$ cat src/rtl/instruction_fetch.sv
// Fetch stage: owns the PC, reads instruction memory combinationally and
// registers the fetched word into the IF/ID pipeline register.
module instruction_fetch #(
  parameter int                    ADDR_WIDTH = 5,
  parameter int                    DATA_WIDTH = 32,
  parameter logic [ADDR_WIDTH-1:0] RESET_PC   = '0
) (
  input  logic                  clk,
  input  logic                  rst_n,
  input  logic                  stall,
  input  logic                  redirect_valid,
  input  logic [ADDR_WIDTH-1:0] redirect_addr,
  input  logic [DATA_WIDTH-1:0] instruction,
  output logic [ADDR_WIDTH-1:0] instruction_address,
  output logic [DATA_WIDTH-1:0] if_instruction,
  output logic [ADDR_WIDTH-1:0] if_pc,
  output logic [ADDR_WIDTH-1:0] if_pc_next,
  output logic                  if_valid,
  output logic                  halted,
  output logic [15:0]           fetch_count
);

  typedef enum logic {S_RUN, S_HALT} state_t;

  localparam logic [5:0] HALT_OPCODE = 6'b111111;

  state_t                r_state, w_state;
  logic [ADDR_WIDTH-1:0] r_pc, w_pc;
  logic [DATA_WIDTH-1:0] r_if_instruction, w_if_instruction;
  logic [ADDR_WIDTH-1:0] r_if_pc, w_if_pc;
  logic [ADDR_WIDTH-1:0] r_if_pc_next, w_if_pc_next;
  logic                  r_if_valid, w_if_valid;
  logic [15:0]           r_fetch_count, w_fetch_count;
  logic [ADDR_WIDTH-1:0] w_pc_inc;
  logic                  w_is_halt;

  assign w_pc_inc  = r_pc + ADDR_WIDTH'(1);
  assign w_is_halt = (instruction[31:26] == HALT_OPCODE);

  always_ff @(posedge clk or negedge rst_n) begin
    if (!rst_n) begin
      r_state          <= S_RUN;
      r_pc             <= RESET_PC;
      r_if_instruction <= '0;
      r_if_pc          <= '0;
      r_if_pc_next     <= '0;
      r_if_valid       <= 1'b0;
      r_fetch_count    <= '0;
    end else begin
      r_state          <= w_state;
      r_pc             <= w_pc;
      r_if_instruction <= w_if_instruction;
      r_if_pc          <= w_if_pc;
      r_if_pc_next     <= w_if_pc_next;
      r_if_valid       <= w_if_valid;
      r_fetch_count    <= w_fetch_count;
    end
  end

  always_comb begin
    w_state          = r_state;
    w_pc             = r_pc;
    w_if_instruction = r_if_instruction;
    w_if_pc          = r_if_pc;
    w_if_pc_next     = r_if_pc_next;
    w_if_valid       = r_if_valid;
    w_fetch_count    = r_fetch_count;
    case (r_state)
      S_RUN: begin
        if (redirect_valid) begin
          // Bubble squashes the wrong-path word; IF/ID data simply holds.
          w_pc       = redirect_addr;
          w_if_valid = 1'b0;
        end else if (stall) begin
          w_if_valid = r_if_valid;
        end else if (w_is_halt) begin
          w_state    = S_HALT;
          w_if_valid = 1'b0;
        end else begin
          w_if_instruction = instruction;
          w_if_pc          = r_pc;
          w_if_pc_next     = w_pc_inc;
          w_if_valid       = 1'b1;
          w_pc             = w_pc_inc;
          if (r_fetch_count != 16'hFFFF) w_fetch_count = r_fetch_count + 16'd1;
        end
      end
      S_HALT: begin
        // Only a redirect leaves HALT; stall has no effect here.
        w_if_valid = 1'b0;
        if (redirect_valid) begin
          w_pc    = redirect_addr;
          w_state = S_RUN;
        end
      end
      default: w_state = S_RUN;
    endcase
  end

  assign instruction_address = r_pc;
  assign if_instruction      = r_if_instruction;
  assign if_pc               = r_if_pc;
  assign if_pc_next          = r_if_pc_next;
  assign if_valid            = r_if_valid;
  assign halted              = (r_state == S_HALT);
  assign fetch_count         = r_fetch_count;

endmodule

$ cat config.mk
export PLATFORM = sky130hd
export DESIGN_NAME = instruction_fetch
export DESIGN_NICKNAME = d
export VERILOG_FILES = /design/src/rtl/instruction_fetch.sv
export SDC_FILE = /design/constraint.sdc
export NUM_CORES = 1
export LEC_CHECK = 0
export ABC_AREA = 0
export CORE_MARGIN = 2
export CORE_UTILIZATION = 44
export DETAILED_ROUTE_END_ITERATION = 8
export PLACE_DENSITY = 0.82
export SYNTH_ARGS = -nofsm -noshare
export SYNTH_HDL_FRONTEND = slang
export SYNTH_SLANG_ARGS = --single-unit
$ cat constraint.sdc
create_clock -name clk -period 1.8 [get_ports clk]
set_input_delay 0.18 -clock clk [delete_from_list [all_inputs] [get_ports clk]]
set_output_delay 0.18 -clock clk [all_outputs]
set_load 0.02 [all_outputs]
==> results.txt <==
CORE AREA: 6280 µm²
Synth warnings: 0
first-pass GRT wire length: 10500 µm
critical path class: reg -> out
internal power: 0.00312 W
RSZ-0062 raised after global routing: no
antenna viol nets, final: 0
total power: 0.00448 W
worst path bufs/invs: 1
GP Congestion: 0.815
Starting DRT DRC Count: 49
crit-path leading delay family: buffers and inverters
Critical Path, Cell by Cell: clkdlybuf4s50_1
crit start category: flip-flop
vias in the first global route: 2206
syn avg cell area: 13.4 µm²
pwr/cell area: 1050 nW/µm²
cts repair resizes: 0
Final Critical Period: 1.66 ns
# clock sinks: 65
Crit Path Max Fanout: 6
clock tree buffer depth: 2
worst reg-to-reg path cell count: 5
Starting Density: 45.2%
clk_lat worst skew: 0.33 ns
drt wl/cell: 15.0 µm
# DRC: 0
share of the synthesized area in the top cell type: 57.3%
final period utilization: 92.0%
Critical Path RT: 1.62 ns
XOR/XNOR Fraction of Synth Area: 6.79%
Antenna diodes: 0
Slew Limit Fails: 0
Synth-to-Final Area Change: 51.3%
Worst Setup End Kind: output pin
DR vias/cell: 4.97
Max Cap Viol: 0
gr ovfl total: 0
Max Fclk: 0.604 GHz
Layout Skew: 0.00565 ns
initial antenna violation count: 0
critical path's largest stage delay: 0.68 ns
Nets: 383
drt pass-1 iters: 4
top cells by area, synth: dfrtp_1 57%, mux2_2 13%, xor2_1 5.9%
Root Buffer: clkbuf_8
combinational share of power: 31.5%
via count: 2087
final wirelength: 6320 µm
DIE AREA: 7100 µm²
die height: 84.3 µm
number of port buffers: 105
die width: 84.3 µm
layout cell share with drive strength beyond 1: 23.3%
register bit total from synthesis: 65
Worst-path clk slew: 0.07 ns
largest family of logic cells by synthesized area: multiplexers
WHS: 0.416 ns
largest net degree at the start of global routing: 40
Synth Area in Adders: 0.882%
sequential power share: 42.4%
Mapped Nets: 254
IO Pins: 106
GRT Util Overall: 18.6%
Sw Pwr: 0.00136 W
Pleak: 1.89 nW
Stages on worst setup path: 1
post-DP HPWL: 4720 µm
Worst-Margin Slew: 0.640 ns
Seq/Total Area, Yosys: 57.3%
power share of the clock group: 26.1%
leading area contributor after synthesis: dfrtp_1
Setup violations, final: 0
row count: 29
H-tree lvl count: 3
simple-gate share of the synthesized area: 12.7%
arrival time worst endpoint: 1.48 ns
slowest CP cell: clkdlybuf4s50_1
Hold Fails Final Rpt: 0
status: completed
compound-gate portion of the synthesized area: 4.37%
CTS buffer count: 9
Sw Share: 30.3%
HP Class: in -> async
Slew HR: 57.3%
Max IR drop VDD: 0.731 mV
Netlist cell types: 35
post-synthesis mux area share: 15.6%
Cells after Synth: 211
Mapped Area: 2840 µm²
TritonCTS clock tree: yes
metrics by stage:
step | area, µm² | setup slack (ns) | util [%] | setup TNS, ns | cells
floorplan | 2840 | 0.0365 | - | 0 | 211
global placement | 4100 | -0.113 | 65.3 | -1.51 | 405
detailed placement | 4100 | -0.134 | 65.3 | -2.06 | 405
CTS | 4290 | 0.136 | 68.3 | 0 | 420
global route | 4290 | 0.0659 | 68.3 | 0 | 420
finish | 4290 | 0.144 | 68.3 | 0 | 420
power groups by stage:
stage	clock, W	combinational, W	sequential (W)
6_report	0.00117	0.00141	0.00190
3_5_place_dp	0	0.00142	0.00193
2_1_floorplan	0	0.000376	0.00221
3_3_place_gp	0	0.00140	0.00191
4_1_cts	0.00121	0.00143	0.00190
5_1_grt	0.00126	0.00151	0.00194
cell families after synthesis:
logic type / after synthesis
fa+ha+maj: 2
mux: 39
simple gates: 56
buf+inv: 9
flops: 65
compound gates: 18
xor+xnor: 22
sequential cells by signal, indices dropped and copies added, names as in the netlist:
signal,flops
if_valid,1
if_pc_next,5
instruction_address,5
halted,1
if_pc,5
fetch_count,16
if_instruction,32
metal layers:
metal | vias to the layer above | GRT usage, % | wire, µm
met5 | - | 0 | 0
met4 | 0 | 5.28 | 85
met3 | 9 | 6.39 | 497
met2 | 74 | 29.0 | 3030
met1 | 1000 | 25.0 | 2710
li1 | 1004 | - | -
what timing repair did:
item,4_1_cts,5_1_grt
endpoints found under the hold margin,26,0
setup buffers,0,0
hold buffers,1,0
area by class of cell:
type | instances | area (µm²)
Fill cell | 468 | 1990
Clock buffer | 10 | 138
Multi-Input combinational cell | 137 | 1140
Inverter | 3 | 11.3
Sequential cell | 65 | 1630
Timing Repair Buffer | 124 | 1230
Clock inverter | 4 | 45.0
Tap cell | 77 | 96.3
layout by cell type, fill, tap and decap left out, types with 5 or more instances in the layout:
master,n
nor2_1,6
mux2_1,5
o21ai_0,9
xor2_1,19
nor3_1,9
clkbuf_8,10
nand2_1,16
and3_1,5
buf_4,15
dfrtp_1,65
clkdlybuf4s50_1,104
mux2_2,33
final timing paths:
kind / slack (ns) / endpoint / from
max: 0.14 / halted / halted
min: 0.42 / if_instruction[21] / rst_n
max reg2reg: 0.21 / fetch_count[1] / fetch_count[0]
min reg2reg: 0.48 / if_pc_next[2] / if_pc_next[2]
max in group asynchronous: 0.74 / if_instruction[24] / rst_n
min in group clk: 0.42 / instruction_address[4] / redirect_addr[4]
Yosys cell counts:
| library cell | n |
|---|---|
| a21oi_1 | 2 |
| nor3_2 | 1 |
| mux2_2 | 33 |
| nor3_1 | 9 |
| dfrtp_1 | 65 |
| o21ai_0 | 9 |
| nand2_1 | 16 |
| inv_1 | 3 |
| ha_1 | 2 |
| nor4b_2 | 1 |
| xnor2_1 | 3 |
| nand3_1 | 4 |
| buf_2 | 1 |
| nand4b_1 | 1 |
| and2_1 | 1 |
| mux2_1 | 5 |
| buf_6 | 4 |
| clkbuf_1 | 1 |
| nand4_2 | 3 |
| xor2_1 | 19 |
| o211ai_1 | 3 |
| o2111ai_1 | 1 |
| o211ai_2 | 1 |
| nor3b_1 | 1 |
| nor3_4 | 1 |
| mux2_4 | 1 |
| nor4b_4 | 1 |
| nand4_1 | 1 |
| o21ai_4 | 1 |
| nor4_2 | 3 |
| nor2_2 | 1 |
| or3_1 | 1 |
| nor2_1 | 6 |
| a2111oi_0 | 1 |
| and3_1 | 5 |
(Power assumes the default switching activity.)
